**src/rtl/dom_gf16_pkg.sv**
```systemverilog
// GF(2^4) helpers (polynomial basis, x^4+x+1) and share-layout utilities for
// the DOM square-scale-multiply datapath.
package dom_gf16_pkg;

  localparam logic [4:0] GF16_POLY  = 5'b10011;
  localparam int         SHARES_MIN = 2;
  localparam int         SHARES_MAX = 4;

  function automatic logic [3:0] gf16_mul(input logic [3:0] a, input logic [3:0] b);
    logic [3:0] acc;
    logic [3:0] sh;
    acc = 4'h0;
    sh  = a;
    for (int k = 0; k < 4; k++) begin
      if (b[k]) acc = acc ^ sh;
      sh = {sh[2:0], 1'b0} ^ (sh[3] ? GF16_POLY[3:0] : 4'h0);
    end
    return acc;
  endfunction

  // Squaring is linear in GF(2^4); this is the reduced Frobenius map.
  function automatic logic [3:0] gf16_sq(input logic [3:0] a);
    return {a[3], a[1] ^ a[3], a[2], a[0] ^ a[2]};
  endfunction

  function automatic logic [3:0] gf16_scale(input logic [3:0] a, input logic [3:0] nu);
    return gf16_mul(a, nu);
  endfunction

  // Bit offset of the 4-bit mask for share pair (i<j), pairs in lexicographic order.
  function automatic int pair_offset(input int i, input int j, input int shares);
    int p;
    p = 0;
    for (int k = 0; k < i; k++) p = p + (shares - 1 - k);
    p = p + (j - i - 1);
    return 4 * p;
  endfunction

endpackage

```
**src/rtl/dom_gf16_mul_stage.sv**
```systemverilog
// DOM multiply: every X_i*Y_j product (remasked off-diagonal) is registered
// before the per-domain XOR compression driven on q_o.
module dom_gf16_mul_stage
  import dom_gf16_pkg::*;
#(
  parameter int SHARES = 2
) (
  input  logic                          clk_i,
  input  logic                          rst_i,
  input  logic                          load_i,
  input  logic [4*SHARES-1:0]           x_i,
  input  logic [4*SHARES-1:0]           y_i,
  input  logic [2*SHARES*(SHARES-1)-1:0] z_i,
  output logic [4*SHARES-1:0]           q_o
);

  // term[i][j] lives in domain i; the diagonal is the inner term.
  logic [SHARES-1:0][SHARES-1:0][3:0] term_d;
  logic [SHARES-1:0][SHARES-1:0][3:0] term_q;

  for (genvar gi = 0; gi < SHARES; gi++) begin : g_row
    for (genvar gj = 0; gj < SHARES; gj++) begin : g_col
      if (gi == gj) begin : g_inner
        assign term_d[gi][gj] = gf16_mul(x_i[4*gi +: 4], y_i[4*gj +: 4]);
      end else begin : g_cross
        localparam int ZO = pair_offset((gi < gj) ? gi : gj, (gi < gj) ? gj : gi, SHARES);
        assign term_d[gi][gj] = gf16_mul(x_i[4*gi +: 4], y_i[4*gj +: 4]) ^ z_i[ZO +: 4];
      end
    end
  end

  always_ff @(posedge clk_i) begin
    if (rst_i) begin
      term_q <= '0;
    end else if (load_i) begin
      term_q <= term_d;
    end
  end

  always_comb begin
    q_o = '0;
    for (int i = 0; i < SHARES; i++) begin
      for (int j = 0; j < SHARES; j++) begin
        q_o[4*i +: 4] = q_o[4*i +: 4] ^ term_q[i][j];
      end
    end
  end

endmodule

```
**src/rtl/dom_sqscmul_gf16_stream.sv**
```systemverilog
// Streaming masked GF(2^4) multiply / square-scale-multiply with valid/ready.
// Optional completed-transaction counter on OpCountxDO when DOM_OP_COUNT_EN is defined.
module dom_sqscmul_gf16_stream
  import dom_gf16_pkg::*;
#(
  parameter int         SHARES    = 2,
  parameter int         PIPELINED = 1,
  parameter logic [3:0] NU        = 4'h9
) (
  input  logic                           ClkxCI,
  input  logic                           RstxBI,
  input  logic                           InValidxSI,
  output logic                           InReadyxSO,
  input  logic                           ModexSI,
  input  logic [4*SHARES-1:0]            XxDI,
  input  logic [4*SHARES-1:0]            YxDI,
  input  logic [2*SHARES*(SHARES-1)-1:0] ZxDI,
  output logic                           OutValidxSO,
  input  logic                           OutReadyxSI,
  output logic [4*SHARES-1:0]            QxDO
`ifdef DOM_OP_COUNT_EN
  ,
  output logic [15:0]                    OpCountxDO
`endif
);

  if (SHARES < SHARES_MIN || SHARES > SHARES_MAX) begin : g_bad_shares
    $error("dom_sqscmul_gf16_stream: SHARES must be in 2..4");
  end
  if (PIPELINED != 0 && PIPELINED != 1) begin : g_bad_pipe
    $error("dom_sqscmul_gf16_stream: PIPELINED must be 0 or 1");
  end

  logic                s1_valid_q, s1_valid_d;
  logic                s1_succ_free;
  logic                accept;
  logic [4*SHARES-1:0] lin_d, lin_q;
  logic [4*SHARES-1:0] mul_q;
  logic [4*SHARES-1:0] s1_q;

  // Stage 1 loads whenever it is empty or its successor takes its contents.
  assign InReadyxSO = !RstxBI && (!s1_valid_q || s1_succ_free);
  assign accept     = InValidxSI && InReadyxSO;
  assign s1_valid_d = InReadyxSO ? InValidxSI : s1_valid_q;

  for (genvar gi = 0; gi < SHARES; gi++) begin : g_lin
    assign lin_d[4*gi +: 4] = ModexSI ? gf16_scale(gf16_sq(XxDI[4*gi +: 4] ^ YxDI[4*gi +: 4]), NU)
                                      : 4'h0;
  end

  always_ff @(posedge ClkxCI) begin
    if (RstxBI) begin
      s1_valid_q <= 1'b0;
      lin_q      <= '0;
    end else begin
      s1_valid_q <= s1_valid_d;
      if (accept) lin_q <= lin_d;
    end
  end

  // Masks are only consumed on accept, so stalls never reuse randomness.
  dom_gf16_mul_stage #(
    .SHARES (SHARES)
  ) u_mul (
    .clk_i  (ClkxCI),
    .rst_i  (RstxBI),
    .load_i (accept),
    .x_i    (XxDI),
    .y_i    (YxDI),
    .z_i    (ZxDI),
    .q_o    (mul_q)
  );

  assign s1_q = mul_q ^ lin_q;

  if (PIPELINED != 0) begin : g_s2
    logic                s2_valid_q, s2_valid_d;
    logic                s2_load;
    logic [4*SHARES-1:0] s2_q;

    assign s2_load      = !s2_valid_q || OutReadyxSI;
    assign s2_valid_d   = s2_load ? s1_valid_q : s2_valid_q;
    assign s1_succ_free = s2_load;

    always_ff @(posedge ClkxCI) begin
      if (RstxBI) begin
        s2_valid_q <= 1'b0;
        s2_q       <= '0;
      end else begin
        s2_valid_q <= s2_valid_d;
        if (s2_load && s1_valid_q) s2_q <= s1_q;
      end
    end

    assign OutValidxSO = s2_valid_q;
    assign QxDO        = s2_q;
  end else begin : g_s1_out
    assign s1_succ_free = OutReadyxSI;
    assign OutValidxSO  = s1_valid_q;
    assign QxDO         = s1_q;
  end

`ifdef DOM_OP_COUNT_EN
  logic [15:0] op_count_q, op_count_d;

  always_comb begin
    op_count_d = op_count_q;
    if (OutValidxSO && OutReadyxSI && op_count_q != 16'hFFFF) op_count_d = op_count_q + 16'd1;
  end

  always_ff @(posedge ClkxCI) begin
    if (RstxBI) op_count_q <= 16'h0000;
    else        op_count_q <= op_count_d;
  end

  assign OpCountxDO = op_count_q;
`endif

endmodule

```
**config.mk**
```make
export PLATFORM = sky130hd
export DESIGN_NAME = dom_sqscmul_gf16_stream
export DESIGN_NICKNAME = d
export VERILOG_FILES = /design/src/rtl/dom_gf16_pkg.sv /design/src/rtl/dom_gf16_mul_stage.sv /design/src/rtl/dom_sqscmul_gf16_stream.sv
export SDC_FILE = /design/constraint.sdc
export NUM_CORES = 1
export LEC_CHECK = 0
export BUFFER_PORTS_ARGS = -buffer_cell sky130_fd_sc_hd__clkbuf_2
export CORE_ASPECT_RATIO = 1.1
export CORE_MARGIN = 3
export CORE_UTILIZATION = 49
export DETAILED_ROUTE_END_ITERATION = 12
export GPL_ROUTABILITY_DRIVEN = 1
export PLACE_DENSITY = 0.7
export SYNTH_ARGS = -nofsm -noshare
export SYNTH_HDL_FRONTEND = slang
export SYNTH_SLANG_ARGS = --single-unit
export TNS_END_PERCENT = 30
```
**constraint.sdc**
```tcl
create_clock -name ClkxCI -period 2.07 [get_ports ClkxCI]
set_input_delay 0.414 -clock ClkxCI [delete_from_list [all_inputs] [get_ports ClkxCI]]
set_output_delay 0.414 -clock ClkxCI [all_outputs]
set_load 0.01 [all_outputs]
```
# Word-level counts from Yosys, hierarchy flattened
# Index checks and enable logic that the tools add are counted.
totals:
  ff_bits: 34
  latchBits: 0
  mem_bits_rw: 0
  romBits: 0
  inputBits: 25
  output_inout_bits: 10
  wordCells: 83
  mem_count: 0
classes:
  addsub: 0
  mul: 0
  div_mod_pow: 0
  order_cmp: 0
  n_eq_ne: 0
  n_shift: 0
  n_mux: 30
  bitwise: 37
  reduce_logical: 8
op_table:
  columns: ["cell", "count"]
  rows:
  - ["$xor 4x4->4", 26]
  - ["$mux 4", 18]
  - ["$mux 2", 12]
  - ["$xor 4x2->4", 6]
  - ["$xor 8x8->8", 1]
  - ["$xor 1x1->1", 4]
  - ["$logic_and 1x1->1", 3]
  - ["$logic_not 1->1", 3]
  - ["$logic_or 1x1->1", 2]

# Logic depth before layout (Yosys ltp)
depth:
  depth_word: 9
  mapped_depth: 7
  ltp_nobuf: 5

# Modules after synthesis
# Synthesis repeated with hierarchy kept, for this count alone.
hier_totals:
  cells_unflattened: 322
  hier_area_um2: 2596.2
modules_own_cells:
  columns: ["mod", "n_inst", "cells_each", "area_per_inst_um2", "seq_area_each_um2"]
  rows:
  - ["dom_gf16_mul_stage", 1, 225, 1709.1, 320.3]
  - ["dom_sqscmul_gf16_stream", 1, 97, 887.1, 360.3]

# Worst setup path after synthesis
# OpenSTA, ideal clock, no wires.
synth_timing:
  path_type: "input to register"
  startpoint: "input port XxDI[0]"
  endpoint: "register u_mul.term_q[6] (netlist bit)"
  setup_time_ps: 127
  t_arrival_ps: 1320
  required_ps: 1943
  slack_ps: 623
  stages: 6
  n_path_buf: 1
  path_cell_list: "buf_4 -> xnor2_1 -> a32o_1 -> a211oi_2 -> xnor2_1 -> o21ai_1"
synth_via:
  elab_chain_len: 7
synth_rtl:
  columns: ["item", "line", "rtl"]
  rows:
  - ["start, declared", "dom_sqscmul_gf16_stream.sv:15", "input logic [4*SHARES-1:0] XxDI,"]
  - ["$xor 4x4->4 (*) (2 in a row)", "dom_gf16_pkg.sv:16", "sh = {sh[2:0], 1'b0} ^ (sh[3] ? GF16_POLY[3:0] : 4'h0);"]
  - ["$xor 4x4->4 (*)", "dom_gf16_pkg.sv:15", "if (b[k]) acc = acc ^ sh;"]
  - ["$mux 4 (*)", "dom_gf16_pkg.sv:15", null]
  - ["$xor 4x4->4", "dom_gf16_pkg.sv:15", null]
  - ["$mux 4 (*)", "dom_gf16_pkg.sv:15", null]
  - ["$xor 4x4->4 (*)", "dom_gf16_mul_stage.sv:27", "assign term_d[gi][gj] = gf16_mul(x_i[4*gi +: 4], y_i[4*gj +: 4]) ^ z_i[ZO +: 4];"]
  - ["end signal, assigned", "dom_gf16_mul_stage.sv:36", "term_q <= term_d;"]
  - ["end, declared", "dom_gf16_mul_stage.sv:19", "logic [SHARES-1:0][SHARES-1:0][3:0] term_q;"]
# Mark *: on every way between the ends. The rest lies on a longest branch, timed or not.
# A chain may end at the register's enable or synchronous reset.

# Worst setup path after layout
layout_timing:
  startpoint: "register g_s2.s2_valid_q, in the netlist OutValidxSO"
  endpoint: "output port InReadyxSO"
layout_via:
  elab_chain_len: 4
layout_rtl:
  columns: ["item", "line", "rtl"]
  rows:
  - ["start, declared", "dom_sqscmul_gf16_stream.sv:77", "logic s2_valid_q, s2_valid_d;"]
  - ["start signal, assigned", "dom_sqscmul_gf16_stream.sv:90", "s2_valid_q <= s2_valid_d;"]
  - ["$logic_not 1->1", "dom_sqscmul_gf16_stream.sv:81", "assign s2_load = !s2_valid_q || OutReadyxSI;"]
  - ["$logic_or 1x1->1", "dom_sqscmul_gf16_stream.sv:81", null]
  - ["$logic_or 1x1->1", "dom_sqscmul_gf16_stream.sv:42", "assign InReadyxSO = !RstxBI && (!s1_valid_q || s1_succ_free);"]
  - ["$logic_and 1x1->1", "dom_sqscmul_gf16_stream.sv:42", null]
  - ["end, declared", "dom_sqscmul_gf16_stream.sv:13", "output logic InReadyxSO,"]
# No other way between the ends.

==> flow_summary.json <==
{
  "pin_count": 35,
  "synth_fp_nets": 346,
  "syn_to_final_growth_pct": 8.31,
  "drv_slew": 0,
  "ant_nets": 0,
  "portBuffers": 34,
  "setup.worst_path.end_class": "output pin",
  "holdCritPathClass": "input port to register",
  "final_common_cell": "nand2_1",
  "grt_pass1_vias": 1796,
  "power.density_mw_per_mm2": 671,
  "report.final.setup_viol": 0,
  "drc": 0,
  "initialDrtViolationCount": 115,
  "grt-ovfl-total": 0,
  "via_per_inst": 5.17,
  "place_congestion": 0.799,
  "cts_buffers": 5,
  "core_sq_mm": 0.00478,
  "slew_headroom": 0.646,
  "ys_ff_latch": 34,
  "syn_avg_cell_area_sq_um": 7.88,
  "rsz0062_at_grt": "false",
  "layout-drive-gt1-share": 0.148,
  "critPathLaunchType": "register",
  "wl_per_cell_um": 12.6,
  "synth-main-ff-cell": "dfxtp_1",
  "worstPathRequired_ps": 1660,
  "dieArea_sq_mm": 0.00603,
  "slowest_stage": "dfxtp_1",
  "p_leak_uw": 0.00111,
  "holdBufCountCts": 0,
  "post_cts_resized": 0,
  "cts_num_sinks": 34,
  "grt_pass1_wl_um": 8590,
  "num-fill-cells": 461,
  "multiInputGateArea_sq_mm": 0.00168,
  "grt_max_degree": 41,
  "min_period_ps": 1570,
  "ys_seq_area_frac": 0.271,
  "synth_edf_count": 0,
  "place_hpwl_um": 3640,
  "cts_setup_buffers": 0,
  "synthCells": 319,
  "worstSetupPathType": "register to output pin",
  "cp_top_family": "flip-flops",
  "first_pass_iters": 4,
  "clkTransAtPathRegs_ps": 70,
  "crit_buf_inv": 1,
  "clock_latency_ps": 290,
  "htree_levels": 2,
  "finalCritPeriodShare": 0.760,
  "die_h_um": 81.1,
  "crit_chain": "nor2b_1 -> a21oi_1 -> clkbuf_2",
  "register_area_sq_um": 681,
  "diodes": 0,
  "num_rows": 26,
  "root_buffer": "clkbuf_8",
  "preCtsSetupSlack_ps": 375,
  "finalWorstSetupSlack_ps": 497,
  "critical-path-max-stage-delay_ps": 310,
  "crit_fanout": 4,
  "grt_util_all_layers": 0.183,
  "clock_skew_ps": 4.84,
  "vias": 2033,
  "drv_cap": 0,
  "cts_tree": "built",
  "drt_wl_total_um": 4970,
  "layout_common_cells": "57 x nand2_1, 54 x xnor2_1, 34 x dfxtp_1, 34 x clkbuf_2, 24 x xor2_1",
  "fp.dieW_um": 74.3,
  "start_util": 0.526,
  "nNetsFinal": 363,
  "irDropWorstVdd_mv": 0.249,
  "critPathArrivalTime_ps": 1160,
  "fin_cells": 393,
  "dp_cells": 385,
  "synth_area_sq_mm": 0.00251,
  "worstMarginPinSlew_ps": 530,
  "antenna_found_initial": 0,
  "timing.setup.tns_ps": 0,
  "synth-warning-count": 0,
  "clk_path_buf_depth": 2,
  "status": "finished, final reports clean",
  "synthArstFlopShare": 0,
  "finalHoldViolCount": 0,
  "timing.fmax_ghz": 0.636,
  "yosys.cell_types.count": 35
}
[flip-flops by register name, indices dropped and copies added (netlist names)]
| signal | flops |
|---|---|
| s1_valid_q | 1 |
| lin_q | 8 |
| QxDO | 8 |
| u_mul.term_q | 16 |
| OutValidxSO | 1 |
[layer usage]
| layer | wire, um | track usage | up-vias |
|---|---|---|---|
| li1 | - | - | 1071 |
| met1 | 2430 | 0.259 | 911 |
| met2 | 2200 | 0.274 | 43 |
| met3 | 249 | 0.0347 | 8 |
| met4 | 85 | 0.0694 | 0 |
| met5 | 0 | 0 | - |
[synthesized netlist by cell type (2+ instances only)]
master    instances  area, sq um
mux2i_1          10          100
buf_2            11         55.1
dfxtp_1          34          681
nor2b_1           3         18.8
nand3_1           9         45.0
nand2_1          57          214
clkbuf_1          9         33.8
o21ai_0           5         25.0
xor2_1           24          210
xor2_2            2         32.5
nand3b_1         18          135
buf_4             5         37.5
inv_1             4         15.0
o22ai_1           2         12.5
nor2_1           21         78.8
o21ai_1          13         65.1
a21oi_1          20          100
xnor2_1          54          473
ha_1              2         25.0
[layout make-up]
type,instances,share of cell area
repair buffers,36,0.0680
clock buffers,7,0.0317
clock inverters,1,0.00184
flip-flops and latches,34,0.250
multi-input cells,254,0.616
inverters,5,0.00689
well taps,56,0.0257
[final timing paths]
kind | from | end | slack, ps | cells after the start
hold / removal | InValidxSI | s1_valid_q$_SDFFE_PP0N_ | 370 | 3
hold reg to reg | lin_q[7]$_SDFFE_PP0P_ | lin_q[7]$_SDFFE_PP0P_ | 460 | 2
setup reg to reg | OutValidxSO$_SDFFE_PP0P_ | QxDO[5]$_SDFFE_PP0P_ | 620 | 5
setup / recovery | OutValidxSO$_SDFFE_PP0P_ | InReadyxSO | 500 | 3
[kinds of logic (layout without fill, tap and decap cells)]
logic type                 after synthesis  count (layout)  synth area share
and+or+nand+nor                        114             114             0.218
xor gates and xnor gates                80              80             0.285
AOI/OAI and AO/OA                       47              47             0.110
DFF                                     34              34             0.271
buffers and inverters                   31              49            0.0622
muxes                                   11              11            0.0443
adders and majority gates                2               2           0.00995
[worst register-to-register path, delay by kind of cell, from the launching register on]
kind | cells | cell delay, ps
AO/OA/AOI/OAI | 1 | 140
AND/OR/NAND/NOR | 4 | 870
flip-flops | 1 | 330
[through the flow]
stage	total power (uW)	utilization	area [sq um]	hold WS, ps
after floorplan	1230	-	2510	443
after global placement	1340	0.550	2630	451
after detailed placement	1350	0.550	2630	457
after CTS	1850	0.569	2720	361
after global routing	1950	0.569	2720	389
final	1830	0.569	2720	371
[power breakdown]
part | switching [uW] | total [uW] | internal [uW] | leakage, uW
clock | 228 | 496 | 268 | 0.0000482
combinational | 301 | 569 | 268 | 0.000783
sequential | 40.3 | 761 | 721 | 0.000279
Power figures use the tool's default switching activity.
